==> src/rtl/accumulator_control_unit_if.sv <==
// Control/status bundle between the accumulator control unit (master) and
// its instruction memory and datapath (slave).
interface accumulator_control_unit_if #(
  parameter int DATA_WIDTH   = 11,
  parameter int OPCODE_WIDTH = 5
);
  logic [OPCODE_WIDTH+DATA_WIDTH-1:0] instr_in;
  logic                               flag_Z_in;
  logic                               flag_N_in;
  logic [DATA_WIDTH-1:0]              instr_addr_out;
  logic [DATA_WIDTH-1:0]              operand_out;
  logic                               alu_op_out;
  logic [1:0]                         sel_A_out;
  logic                               sel_B_out;
  logic                               acc_wr_out;
  logic                               status_wr_out;
  logic                               acc_reset_out;
  logic                               status_reset_out;
  logic                               data_mem_wr_out;
  logic                               halted_out;
  logic                               illegal_out;

  modport master (
    input  instr_in, flag_Z_in, flag_N_in,
    output instr_addr_out, operand_out, alu_op_out, sel_A_out, sel_B_out,
           acc_wr_out, status_wr_out, acc_reset_out, status_reset_out,
           data_mem_wr_out, halted_out, illegal_out
  );

  modport slave (
    output instr_in, flag_Z_in, flag_N_in,
    input  instr_addr_out, operand_out, alu_op_out, sel_A_out, sel_B_out,
           acc_wr_out, status_wr_out, acc_reset_out, status_reset_out,
           data_mem_wr_out, halted_out, illegal_out
  );
endinterface

==> src/rtl/accumulator_control_unit.sv <==
// Multi-cycle FSM controller (PC, IR, decode, branch) for the accumulator datapath.
// Optional macro ILLEGAL_OP_HALT_EN: illegal opcodes halt and set a sticky illegal flag.
module accumulator_control_unit #(
  parameter int DATA_WIDTH   = 11,
  parameter int OPCODE_WIDTH = 5
) (
  input  logic                        clock_in,
  input  logic                        reset_in,
  accumulator_control_unit_if.master  bus
);
  localparam int INSTR_WIDTH = OPCODE_WIDTH + DATA_WIDTH;

  localparam logic [OPCODE_WIDTH-1:0] OP_HLT  = OPCODE_WIDTH'(0);
  localparam logic [OPCODE_WIDTH-1:0] OP_STO  = OPCODE_WIDTH'(1);
  localparam logic [OPCODE_WIDTH-1:0] OP_LD   = OPCODE_WIDTH'(2);
  localparam logic [OPCODE_WIDTH-1:0] OP_LDI  = OPCODE_WIDTH'(3);
  localparam logic [OPCODE_WIDTH-1:0] OP_ADD  = OPCODE_WIDTH'(4);
  localparam logic [OPCODE_WIDTH-1:0] OP_ADDI = OPCODE_WIDTH'(5);
  localparam logic [OPCODE_WIDTH-1:0] OP_SUB  = OPCODE_WIDTH'(6);
  localparam logic [OPCODE_WIDTH-1:0] OP_SUBI = OPCODE_WIDTH'(7);
  localparam logic [OPCODE_WIDTH-1:0] OP_BEQ  = OPCODE_WIDTH'(8);
  localparam logic [OPCODE_WIDTH-1:0] OP_BNE  = OPCODE_WIDTH'(9);
  localparam logic [OPCODE_WIDTH-1:0] OP_BGT  = OPCODE_WIDTH'(10);
  localparam logic [OPCODE_WIDTH-1:0] OP_BGE  = OPCODE_WIDTH'(11);
  localparam logic [OPCODE_WIDTH-1:0] OP_BLT  = OPCODE_WIDTH'(12);
  localparam logic [OPCODE_WIDTH-1:0] OP_BLE  = OPCODE_WIDTH'(13);
  localparam logic [OPCODE_WIDTH-1:0] OP_JMP  = OPCODE_WIDTH'(14);

  localparam logic [1:0] SEL_A_MEM = 2'b00;
  localparam logic [1:0] SEL_A_EXT = 2'b01;
  localparam logic [1:0] SEL_A_ALU = 2'b10;

  typedef enum logic [2:0] {INIT, FETCH, DECODE, EXEC, WB, HALTED} state_t;

  state_t                  state, state_next;
  logic [DATA_WIDTH-1:0]   pc, pc_next;
  logic [INSTR_WIDTH-1:0]  ir;
  logic [OPCODE_WIDTH-1:0] opcode;
  logic [DATA_WIDTH-1:0]   operand;
  logic                    taken;
  logic                    illegal;

  logic                    alu_op, sel_b, acc_wr, status_wr;
  logic                    acc_reset, status_reset, data_mem_wr, halted;
  logic [1:0]              sel_a;

  assign opcode  = ir[INSTR_WIDTH-1:DATA_WIDTH];
  assign operand = ir[DATA_WIDTH-1:0];

  always_ff @(posedge clock_in) begin
    if (reset_in) begin
      state <= INIT;
      pc    <= '0;
      ir    <= '0;
    end else begin
      state <= state_next;
      pc    <= pc_next;
      if (state == DECODE) begin
        ir <= bus.instr_in;
      end
    end
  end

`ifdef ILLEGAL_OP_HALT_EN
  logic is_illegal;
  assign is_illegal = (opcode > OP_JMP);

  always_ff @(posedge clock_in) begin
    if (reset_in) begin
      illegal <= 1'b0;
    end else if (state == EXEC && is_illegal) begin
      illegal <= 1'b1;
    end
  end
`else
  assign illegal = 1'b0;
`endif

  // Flags are registered in the datapath, so they already reflect the last ALU op.
  always_comb begin
    taken = 1'b0;
    case (opcode)
      OP_BEQ:  taken = bus.flag_Z_in;
      OP_BNE:  taken = !bus.flag_Z_in;
      OP_BGT:  taken = !bus.flag_N_in && !bus.flag_Z_in;
      OP_BGE:  taken = !bus.flag_N_in;
      OP_BLT:  taken = bus.flag_N_in;
      OP_BLE:  taken = bus.flag_N_in || bus.flag_Z_in;
      OP_JMP:  taken = 1'b1;
      default: taken = 1'b0;
    endcase
  end

  always_comb begin
    state_next   = state;
    pc_next      = pc;
    alu_op       = 1'b0;
    sel_a        = SEL_A_MEM;
    sel_b        = 1'b0;
    acc_wr       = 1'b0;
    status_wr    = 1'b0;
    acc_reset    = 1'b0;
    status_reset = 1'b0;
    data_mem_wr  = 1'b0;
    halted       = 1'b0;
    case (state)
      INIT: begin
        acc_reset    = 1'b1;
        status_reset = 1'b1;
        state_next   = FETCH;
      end
      FETCH: begin
        state_next = DECODE;
      end
      DECODE: begin
        pc_next    = pc + 1'b1;
        state_next = EXEC;
      end
      EXEC: begin
        state_next = FETCH;
        case (opcode)
          OP_HLT: state_next = HALTED;
          OP_STO: data_mem_wr = 1'b1;
          OP_LD, OP_ADD, OP_SUB: state_next = WB;
          OP_LDI: begin
            sel_a  = SEL_A_EXT;
            acc_wr = 1'b1;
          end
          OP_ADDI, OP_SUBI: begin
            sel_b     = 1'b1;
            alu_op    = (opcode == OP_SUBI);
            sel_a     = SEL_A_ALU;
            acc_wr    = 1'b1;
            status_wr = 1'b1;
          end
          OP_BEQ, OP_BNE, OP_BGT, OP_BGE, OP_BLT, OP_BLE, OP_JMP: begin
            if (taken) begin
              pc_next = operand;
            end
          end
          default: begin
`ifdef ILLEGAL_OP_HALT_EN
            state_next = HALTED;
`endif
          end
        endcase
      end
      // Memory-sourced operands arrive one cycle after EXEC presents the address.
      WB: begin
        state_next = FETCH;
        case (opcode)
          OP_LD: begin
            sel_a  = SEL_A_MEM;
            acc_wr = 1'b1;
          end
          OP_ADD, OP_SUB: begin
            sel_b     = 1'b0;
            alu_op    = (opcode == OP_SUB);
            sel_a     = SEL_A_ALU;
            acc_wr    = 1'b1;
            status_wr = 1'b1;
          end
          default: ;
        endcase
      end
      HALTED: begin
        halted = 1'b1;
      end
      default: begin
        state_next = INIT;
      end
    endcase
  end

  // Reset masks every output so an aborted instruction cannot strobe a write.
  always_comb begin
    bus.instr_addr_out   = pc;
    bus.operand_out      = operand;
    bus.alu_op_out       = alu_op;
    bus.sel_A_out        = sel_a;
    bus.sel_B_out        = sel_b;
    bus.acc_wr_out       = acc_wr;
    bus.status_wr_out    = status_wr;
    bus.acc_reset_out    = acc_reset;
    bus.status_reset_out = status_reset;
    bus.data_mem_wr_out  = data_mem_wr;
    bus.halted_out       = halted;
    bus.illegal_out      = illegal;
    if (reset_in) begin
      bus.instr_addr_out   = '0;
      bus.operand_out      = '0;
      bus.alu_op_out       = 1'b0;
      bus.sel_A_out        = 2'b00;
      bus.sel_B_out        = 1'b0;
      bus.acc_wr_out       = 1'b0;
      bus.status_wr_out    = 1'b0;
      bus.acc_reset_out    = 1'b0;
      bus.status_reset_out = 1'b0;
      bus.data_mem_wr_out  = 1'b0;
      bus.halted_out       = 1'b0;
      bus.illegal_out      = 1'b0;
    end
  end
endmodule

==> src/flat_wrapper.sv <==
// flat-port wrapper written by rule: the top's interface ports become plain ports
module accumulator_control_unit_flat 
#(
  parameter int DATA_WIDTH   = 11,
  parameter int OPCODE_WIDTH = 5
)
  (clock_in, reset_in, bus_instr_in, bus_flag_Z_in, bus_flag_N_in, bus_instr_addr_out, bus_operand_out, bus_alu_op_out, bus_sel_A_out, bus_sel_B_out, bus_acc_wr_out, bus_status_wr_out, bus_acc_reset_out, bus_status_reset_out, bus_data_mem_wr_out, bus_halted_out, bus_illegal_out);
  accumulator_control_unit_if #(.DATA_WIDTH(DATA_WIDTH), .OPCODE_WIDTH(OPCODE_WIDTH)) bus_i ();
  input  logic clock_in;
  input  logic reset_in;
  input wire logic [$bits(bus_i.instr_in)-1:0] bus_instr_in;
  input wire logic [$bits(bus_i.flag_Z_in)-1:0] bus_flag_Z_in;
  input wire logic [$bits(bus_i.flag_N_in)-1:0] bus_flag_N_in;
  output wire logic [$bits(bus_i.instr_addr_out)-1:0] bus_instr_addr_out;
  output wire logic [$bits(bus_i.operand_out)-1:0] bus_operand_out;
  output wire logic [$bits(bus_i.alu_op_out)-1:0] bus_alu_op_out;
  output wire logic [$bits(bus_i.sel_A_out)-1:0] bus_sel_A_out;
  output wire logic [$bits(bus_i.sel_B_out)-1:0] bus_sel_B_out;
  output wire logic [$bits(bus_i.acc_wr_out)-1:0] bus_acc_wr_out;
  output wire logic [$bits(bus_i.status_wr_out)-1:0] bus_status_wr_out;
  output wire logic [$bits(bus_i.acc_reset_out)-1:0] bus_acc_reset_out;
  output wire logic [$bits(bus_i.status_reset_out)-1:0] bus_status_reset_out;
  output wire logic [$bits(bus_i.data_mem_wr_out)-1:0] bus_data_mem_wr_out;
  output wire logic [$bits(bus_i.halted_out)-1:0] bus_halted_out;
  output wire logic [$bits(bus_i.illegal_out)-1:0] bus_illegal_out;
  assign bus_i.instr_in = bus_instr_in;
  assign bus_i.flag_Z_in = bus_flag_Z_in;
  assign bus_i.flag_N_in = bus_flag_N_in;
  assign bus_instr_addr_out = bus_i.instr_addr_out;
  assign bus_operand_out = bus_i.operand_out;
  assign bus_alu_op_out = bus_i.alu_op_out;
  assign bus_sel_A_out = bus_i.sel_A_out;
  assign bus_sel_B_out = bus_i.sel_B_out;
  assign bus_acc_wr_out = bus_i.acc_wr_out;
  assign bus_status_wr_out = bus_i.status_wr_out;
  assign bus_acc_reset_out = bus_i.acc_reset_out;
  assign bus_status_reset_out = bus_i.status_reset_out;
  assign bus_data_mem_wr_out = bus_i.data_mem_wr_out;
  assign bus_halted_out = bus_i.halted_out;
  assign bus_illegal_out = bus_i.illegal_out;
  accumulator_control_unit #(.DATA_WIDTH(DATA_WIDTH), .OPCODE_WIDTH(OPCODE_WIDTH)) u_core (.clock_in(clock_in), .reset_in(reset_in), .bus(bus_i));
endmodule
==> config.mk <==
export PLATFORM = sky130hd
export DESIGN_NAME = accumulator_control_unit_flat
export DESIGN_NICKNAME = d
export VERILOG_FILES = /design/src/rtl/accumulator_control_unit_if.sv /design/src/rtl/accumulator_control_unit.sv /design/src/flat_wrapper.sv
export SDC_FILE = /design/constraint.sdc
export NUM_CORES = 1
export LEC_CHECK = 0
export ABC_AREA = 1
export CORE_MARGIN = 10
export CORE_UTILIZATION = 49
export CTS_BUF_LIST = sky130_fd_sc_hd__clkbuf_8
export CTS_CLUSTER_DIAMETER = 120
export DETAILED_ROUTE_END_ITERATION = 8
export PLACE_DENSITY = 0.85
export SYNTH_ARGS = -nofsm -noshare
export SYNTH_HDL_FRONTEND = slang
export SYNTH_SLANG_ARGS = --single-unit
export TNS_END_PERCENT = 1
==> constraint.sdc <==
create_clock -name clock_in -period 1.46 [get_ports clock_in]
set_input_delay 0.292 -clock clock_in [delete_from_list [all_inputs] [get_ports clock_in]]
set_output_delay 0.292 -clock clock_in [all_outputs]
set_load 0.005 [all_outputs]
# --- Word level (Yosys, flattened, before mapping) ---
# Cells that the tools add are included.
word_totals:
  wordCells: 72
  out_inout_bits: 33
  ff_bits: 30
op_classes:
  n_reduce_logical: 14
  eq_ne: 21
  n_addsub: 1
  muxes: 33
ops:
  columns: ["cell", "count"]
  rows:
  - ["$mux 11", 4]
  - ["$eq 5x4->1 const B", 7]
  - ["$pmux 11 s2", 1]
  - ["$eq 5x3->1 const B", 4]
  - ["$mux 1", 18]
  - ["$pmux 3 s5", 1]
  - ["$add 11x1->11 const B", 1]
  - ["$eq 5x2->1 const B", 2]
  - ["$pmux 2 s2", 2]
  - ["$pmux 1 s7", 1]
  - ["$reduce_or 7->1", 1]
  - ["$eq 3x2->1 const B", 2]
  - ["$eq 3x3->1 const B", 2]
  - ["$pmux 1 s2", 3]
  - ["$pmux 3 s2", 1]
  - ["$reduce_or 2->1", 3]
  - ["$reduce_or 3->1", 2]
  - ["$eq 5x1->1 const B", 1]
  - ["$logic_not 5->1", 1]
  - ["$mux 2", 2]
  - ["$ne 2x1->1 const B", 2]
  - ["$eq 3x1->1 const B", 1]
  - ["$logic_not 3->1", 1]
  - ["$reduce_and 3->1", 1]
  - ["other kinds (4)", 5]

# --- Longest topological paths before layout ---
# Gate-level depths: netlist (run 1).
depth:
  ltp_word: 6
  ltp_mapped: 10
  mapped_depth_nobuf: 9

# --- Worst setup path before layout (run 1) ---
# No wires, ideal clock.
synth_timing:
  kind: "flip-flop to output port"
  startpoint: "register u_core.state[1]"
  endpoint: "output bus_alu_op_out"
  n_path_buf: 0
  path_slack_ns: 0.077
  arrival_time_ns: 1.091
  required_ns: 1.168
  path_stages_with_launch: 7
  path_cell_list: "dfxtp_1 nand2_1 nor2_4 nand4_1 o21ai_2 inv_2 nor2_1"
synth_between:
  elab_chain_cells: 3
  word_cells_on_any_way: 4
  cone_classes: "2 x eq/ne; 2 x mux"
synth_rtl:
  columns: ["item", "line", "rtl"]
  rows:
  - ["from (decl)", "accumulator_control_unit.sv:35", "state_t state, state_next;"]
  - ["from (signal assigned)", "accumulator_control_unit.sv:56", "state <= state_next;"]
  - ["$eq 3x3->1 / $eq 3x2->1 (equally long branches)", "accumulator_control_unit.sv:106", "case (state)"]
  - ["$pmux 1 s2 (*)", "accumulator_control_unit.sv:106", null]
  - ["$mux 1 (*)", "accumulator_control_unit.sv:189", "if (reset_in) begin"]
  - ["to (decl)", "flat_wrapper.sv:16", "output wire logic [$bits(bus_i.alu_op_out)-1:0] bus_alu_op_out;"]
# Mark *: on every way between the ends. The rest lies on a longest branch, timed or not.

# --- Worst setup path after layout (run 1) ---
layout_timing:
  startpoint: "register u_core.state[0]"
  endpoint: "output bus_alu_op_out"
# Same word-level chain as after synthesis.

==> flow_summary.yaml, run 1 <==
synthesis:
  synthFlopType: "dfxtp_1"
  synth_mux_area_share_pct: 0
  synth_edf_count: 0
  yosys.area_share.simple_pct: 37.6
  syn_area_sq_um: 1810
  yosysMostFrequentCell: "nand2_1"
  synth_area_leaders: "dfxtp_1 (33%), nand2_1 (11%), nor2_1 (9.7%)"
  synth_top_area_cell: "dfxtp_1"
  synth.avg_cell_area_sq_um: 6.29
  synthAdderAreaFrac_pct: 0.691
  synth-compound-area-share_pct: 14.9
  yosysSeqAreaShare_pct: 33.1
  syn_nets: 309
  synthTopCellsByCount: "nand2_1 (54), nor2_1 (47), inv_1 (31)"
  syn_inst: 288
  synth-seq-cells: 30
  postSynth.asyncResetShare_pct: 0
  synth_top_family_by_area: "simple AND/OR/NAND/NOR gates"
  synth.top_cell.area_share_pct: 33.1
  yosys_warnings: 0
  synth_xor_area_share_pct: 0.483
  synth_cell_types: 31
layout:
  fill_cells: 302
  area_growth_pct: 47.0
  layout-drive-gt1-share_pct: 29.2
  fin_area_sq_um: 2660
  nets: 384
  num_antenna_cells: 0
setup_path:
  path_max_fanout: 4
  arrival_ns: 1.49
  critical_path_required_ns: 1.17
  r2r_slack_ns: 0.01
  start_kind: "flip-flop"
  crit_type: "reg -> out"
  rr_startpoint: "u_core.pc[0]"
  end_kind: "primary output"
  rr_worst_depth: 8
  worstReg2RegEnd: "u_core.pc[9]"
timing:
  finalCriticalPeriod_ns: 1.78
  fmax_mhz: 561
  setup_tns_ns: -1.83
  rsz0062_at_grt: "yes"
  setup_ws_ns: -0.323
  hold_viol: 0
  setup_viol: 10
  post-route-period-util_pct: 122
  skew_ns: 0.00262
  slew_viol_final: 0
routing:
  drc: 0
  met1_length_um: 2170
  via_count: 2161
  wl_per_cell_um: 14.1
  drtPass1Iterations: 4
  detail-route-antenna-nets: 0
  finalWirelength_um: 5800
  wl_met3_um: 586
  top_layer: "met4"
  drt_iter0_drc: 182
  viasPerCell: 5.26
  wl_met2_um: 2850
cts:
  hold_buffers: 0
  cts_max_level: 2
  clk_pin_slew_ns: 0.06
  cts_tree: "built"
  cts.sinks: 30
  clk_latency_ns: 0.28
  numCtsBuffers: 5
  root_buffer: "clkbuf_8"
  clk_path_buf_depth: 2
place:
  io_buffers: 51
  gp_congestion: 0.849
  pre_cts_ws_ns: -0.593
  post-dp-hpwl_um: 3930
  placed_area_sq_um: 2490
run_status:
  outcome: "finished with violations"
  violations: "negative setup slack"
floorplan:
  row_count: 22
  design.core.area_sq_um: 3610
  fp.dieArea_sq_um: 6530
  die_w_um: 80.8
  die_height_um: 80.8
  io_pins: 53
  start_util_pct: 50.2
global_route:
  grt_first_pass_wirelength_um: 9600
  grt_pass1_vias: 2067
  track_usage_pct: 18.4
  grt_max_degree: 29
  grt_remaining_overflow: 0
  antenna_found_initial: 0
min_path:
  min_delay_worst_endpoint: "u_core.ir[8]"
  min_path_cells: 2
  hold_class: "reg -> reg"
  min_from: "u_core.ir[8]"
power_and_ir_drop:
  power_mw: 2.84
  p_per_area_nw_per_um2: 1070
  p_leak_nw: 1.21
  max-vdd-ir-drop_mv: 0.788
  p_sw_mw: 1.04
  p_sw_share_pct: 36.7
  clkPwrFrac_pct: 21.3
  combPwrFrac_pct: 41.1
  pwr-share-seq_pct: 37.6
  intPower_mw: 1.80
job:
  maxCapViolCount: 0
timing repair:
| item | 4_1_cts | 5_1_grt |
|---|---|---|
| buffers inserted | 6 | 0 |
| setup endpoints to repair | 32 | 28 |
| pin swaps | 10 | 5 |
| gates cloned | 1 | 0 |
| resized for setup | 76 | 31 |
state kept, by name (all words and copies together) (netlist names):
name	cells
u_core.ir	16
u_core.pc	11
u_core.state	3
power by group through the flow:
stage	combinational, mW	sequential, mW	clock (mW)
floorplan	0.648	1.06	0
global placement	1.05	1.06	0
detailed placement	1.08	1.06	0
CTS	1.11	1.06	0.613
global route	1.30	1.08	0.636
finish	1.17	1.07	0.605
cell families after synthesis:
family | Yosys count
AOI/OAI and AO/OA | 52
xor gates and xnor gates | 1
adders and majority gates | 1
buffers and inverters | 54
DFF | 30
other | 1
and+or+nand+nor | 149
layout make-up:
class	count	area [sq um]	share of cell area, %
Inverter	39	149	5.59
Clock buffer	5	68.8	2.58
Sequential cell	30	607	22.8
Tap cell	48	60.1	2.26
Timing Repair Buffer	83	717	26.9
Multi-Input combinational cell	204	1050	39.6
Clock inverter	2	7.51	0.282
per-stage QoR:
step,utilization (%),instances,hold WS [ns]
final,73.8,411,0.472
after global routing,73.8,411,0.502
after CTS,72.7,411,0.472
after detailed placement,69.2,397,0.461
after global placement,69.2,397,0.455
after floorplan,-,288,0.445
layer usage:
layer | global-route usage, % | vias to the layer above
li1 | - | 1054
met1 | 19.2 | 988
met2 | 32.2 | 96
met3 | 7.28 | 23
met4 | 7.79 | 0
met5 | 0 | -
placed cells by master (no fill, tap or decap), types with 2 or more instances in the layout:
master / netlist / final
clkdlybuf4s15_2: 0 / 3
nor2_2: 9 / 20
dfxtp_2: 0 / 5
clkbuf_8: 0 / 5
dlygate4sd2_1: 0 / 15
nor3_4: 1 / 2
nand3_1: 24 / 23
clkbuf_2: 0 / 5
o21ai_1: 8 / 8
nor2_1: 47 / 36
nand2_2: 4 / 7
buf_6: 0 / 5
o21ai_0: 19 / 19
buf_12: 1 / 2
a21oi_1: 21 / 20
inv_1: 31 / 31
dfxtp_1: 30 / 25
inv_2: 8 / 9
clkdlybuf4s15_1: 0 / 3
clkdlybuf4s50_1: 0 / 18
nand2_1: 54 / 51
nand4_1: 2 / 2
nand3_2: 1 / 2
buf_2: 6 / 8
buf_4: 2 / 24
worst max-delay path, cell delays in order, from the launching register on:
cell     delay (ns)
dfxtp_2        0.35
nand2_2        0.07
nor2_4         0.10
nand4_1        0.20
o21ai_2        0.24
inv_2          0.07
nor2_2         0.08
buf_2          0.12
worst max path at each step:
stage,from,end,slack [ns],depth (start not counted)
floorplan,u_core.state[1],bus_alu_op_out,0.08,6
global placement,reset_in,bus_alu_op_out,-0.55,7
detailed placement,reset_in,bus_alu_op_out,-0.59,6
CTS,u_core.state[0],bus_alu_op_out,-0.30,7
global route,u_core.state[0],bus_alu_op_out,-0.40,7
finish,u_core.state[0],bus_alu_op_out,-0.32,7
Power figures use the tool's default switching activity.
==> run 2, diff against run 1 <==
CAP_MARGIN = 20   (was unset)
CORE_UTILIZATION = 60   (was 49)
DONT_BUFFER_PORTS = 1   (was unset)
PLACE_DENSITY = 0.79   (was 0.85)
==> run 2 against run 1 <==
The run still ends with negative setup slack left. Worst setup slack gained 0.11 ns. Clock skew grew 0.0014 ns. Worst hold slack lost 0.39 ns. Routed wire length shrank 14%. Largest cell class unchanged.
==> flow_summary.yaml, run 2 (synthesis results as in run 1) <==
run_status:
  outcome: "finished with violations"
  violations: "negative setup slack"
place:
  post-dp-hpwl_um: 3440
  placed_area_sq_um: 1850
  gp_congestion: 0.994
  io_buffers: 0
  pre_cts_ws_ns: 0.0317
setup_path:
  critPathCapture: "bus_alu_op_out"
  path_cells: "nand2_2 -> nor2_4 -> nand4_1 -> o21ai_4 -> inv_2 -> nor2_2"
  critical-path-slowest-cell: "dfxtp_2"
  critical_path_required_ns: 1.17
  r2r_slack_ns: 0
  start_kind: "flip-flop"
  startpoint: "u_core.state[0]"
  worst-path-buf-inv: 1
  slowest_delay_ns: 0.34
  crit_type: "reg -> out"
  worst-path-stages: 6
  path_max_fanout: 3
  rr_startpoint: "u_core.state[0]"
  rr_worst_depth: 7
  critical_path.top_delay_family: "simple AND/OR/NAND/NOR gates"
  end_kind: "primary output"
  arrival_ns: 1.38
  worstReg2RegEnd: "u_core.pc[9]"
timing:
  post-route-period-util_pct: 115
  rsz0062_at_grt: "yes"
  setup_viol: 7
  slew_viol_final: 0
  fin_hold_ws_ns: 0.0812
  setup_ws_ns: -0.212
  skew_ns: 0.00400
  fmax_mhz: 598
  hold_viol: 0
  finalCriticalPeriod_ns: 1.67
power_and_ir_drop:
  clkPwrFrac_pct: 26.4
  max-vdd-ir-drop_mv: 0.811
  p_sw_share_pct: 37.3
  p_leak_nw: 0.839
  p_sw_mw: 0.970
  combPwrFrac_pct: 32.3
  pwr-share-seq_pct: 41.3
  intPower_mw: 1.63
  p_per_area_nw_per_um2: 1270
floorplan:
  start_util_pct: 64.0
  row_count: 19
  die_height_um: 75.0
  design.core.area_sq_um: 2830
  die_w_um: 75.0
  io_pins: 53
  fp.dieArea_sq_um: 5620
cts:
  numCtsBuffers: 5
  cts_tree: "built"
  clk_path_buf_depth: 2
  hold_buffers: 0
  cts.sinks: 30
  clk_latency_ns: 0.29
  cts_max_level: 2
  clk_pin_slew_ns: 0.06
  root_buffer: "clkbuf_8"
layout:
  largest_register_ffs: 16
  fill_cells: 268
  area_growth_pct: 12.6
  fin_area_sq_um: 2040
  ff_latch_area_sq_um: 604
  num_antenna_cells: 0
  nets: 314
  reg.largest.list: "u_core.ir (16), u_core.pc (11), u_core.state (3)"
  regMostFlops: "u_core.ir"
  layout.cells.most_common: "nand2_1"
  layout-drive-gt1-share_pct: 23.1
  layout.cells.most_common_list: "nand2_1 (50), nor2_1 (41), inv_1 (30), dfxtp_1 (27), nand3_1 (23)"
  multi_input_area_sq_um: 1050
routing:
  finalWirelength_um: 4960
  viasPerCell: 5.67
  wl_met3_um: 517
  drt_iter0_drc: 152
  met1_length_um: 2050
  top_layer: "met4"
  drc: 0
  wl_met2_um: 2260
  wl_per_cell_um: 15.3
  detail-route-antenna-nets: 0
  via_count: 1842
  drtPass1Iterations: 4
global_route:
  track_usage_pct: 18.5
  grt_pass1_vias: 1809
  antenna_found_initial: 0
  grt_first_pass_wirelength_um: 8100
  grt_remaining_overflow: 0
  grt_max_degree: 36
job:
  maxCapViolCount: 0
min_path:
  hold_class: "in -> reg"
-- run 2: cell count changes in the layout (fill, tap and decap cells not counted), sizes merged --
cell	previous run	this run
inv	41	40
clkdlybuf4s50	18	0
buf	39	13
dlygate4sd2	15	0
clkbuf	10	6
clkinv	0	1
clkdlybuf4s15	6	0
-- run 2: power groups by stage --
stage               Combinational [mW]  Sequential (mW)  Clock, mW
finish                           0.841             1.07      0.688
global route                     0.952             1.09      0.733
CTS                              0.815             1.06      0.693
detailed placement               0.774             1.07          0
global placement                 0.761             1.07          0
floorplan                        0.648             1.06          0
-- run 2: layout make-up --
cell class                 instances  area share (%)
clock buffer                       6            4.05
clock inverter                     2           0.429
inverter                          39            7.17
multi-input combinational        204            51.4
sequential                        30            29.6
tap                               31            1.90
timing repair buffer              13            5.40
-- run 2: metrics by stage --
stage	power [mW]	setup TNS (ns)	instances	utilization [%]
after floorplan	1.71	0	288	-
after global placement	1.83	0	314	65.4
after detailed placement	1.85	0	314	65.4
after CTS	2.57	-0.870	325	71.3
after global routing	2.77	-2.94	325	72.1
final	2.60	-1.04	325	72.1
-- run 2: worst min-delay path by stage --
stage,slack (ns),startpoint,cells past startpoint,end
finish,0.08,reset_in,1,u_core.state[1]
global route,0.06,reset_in,1,u_core.state[1]
CTS,0.06,reset_in,1,u_core.state[1]
detailed placement,0.37,reset_in,1,u_core.state[1]
global placement,0.37,reset_in,1,u_core.state[1]
floorplan,0.44,u_core.ir[8],2,u_core.ir[8]
-- run 2: timing repair --
item,CTS,global route
setup endpoints to repair,9,35
pin swaps,6,4
gates cloned,0,0
endpoints found under the hold margin,0,0
resized for setup,16,8
setup buffers,3,0
-- run 2: metal layers --
metal	vias to the layer above	global-route usage, %
met5	-	0
met4	0	9.87
met3	17	6.70
met2	88	30.1
met1	818	20.6
li1	919	-
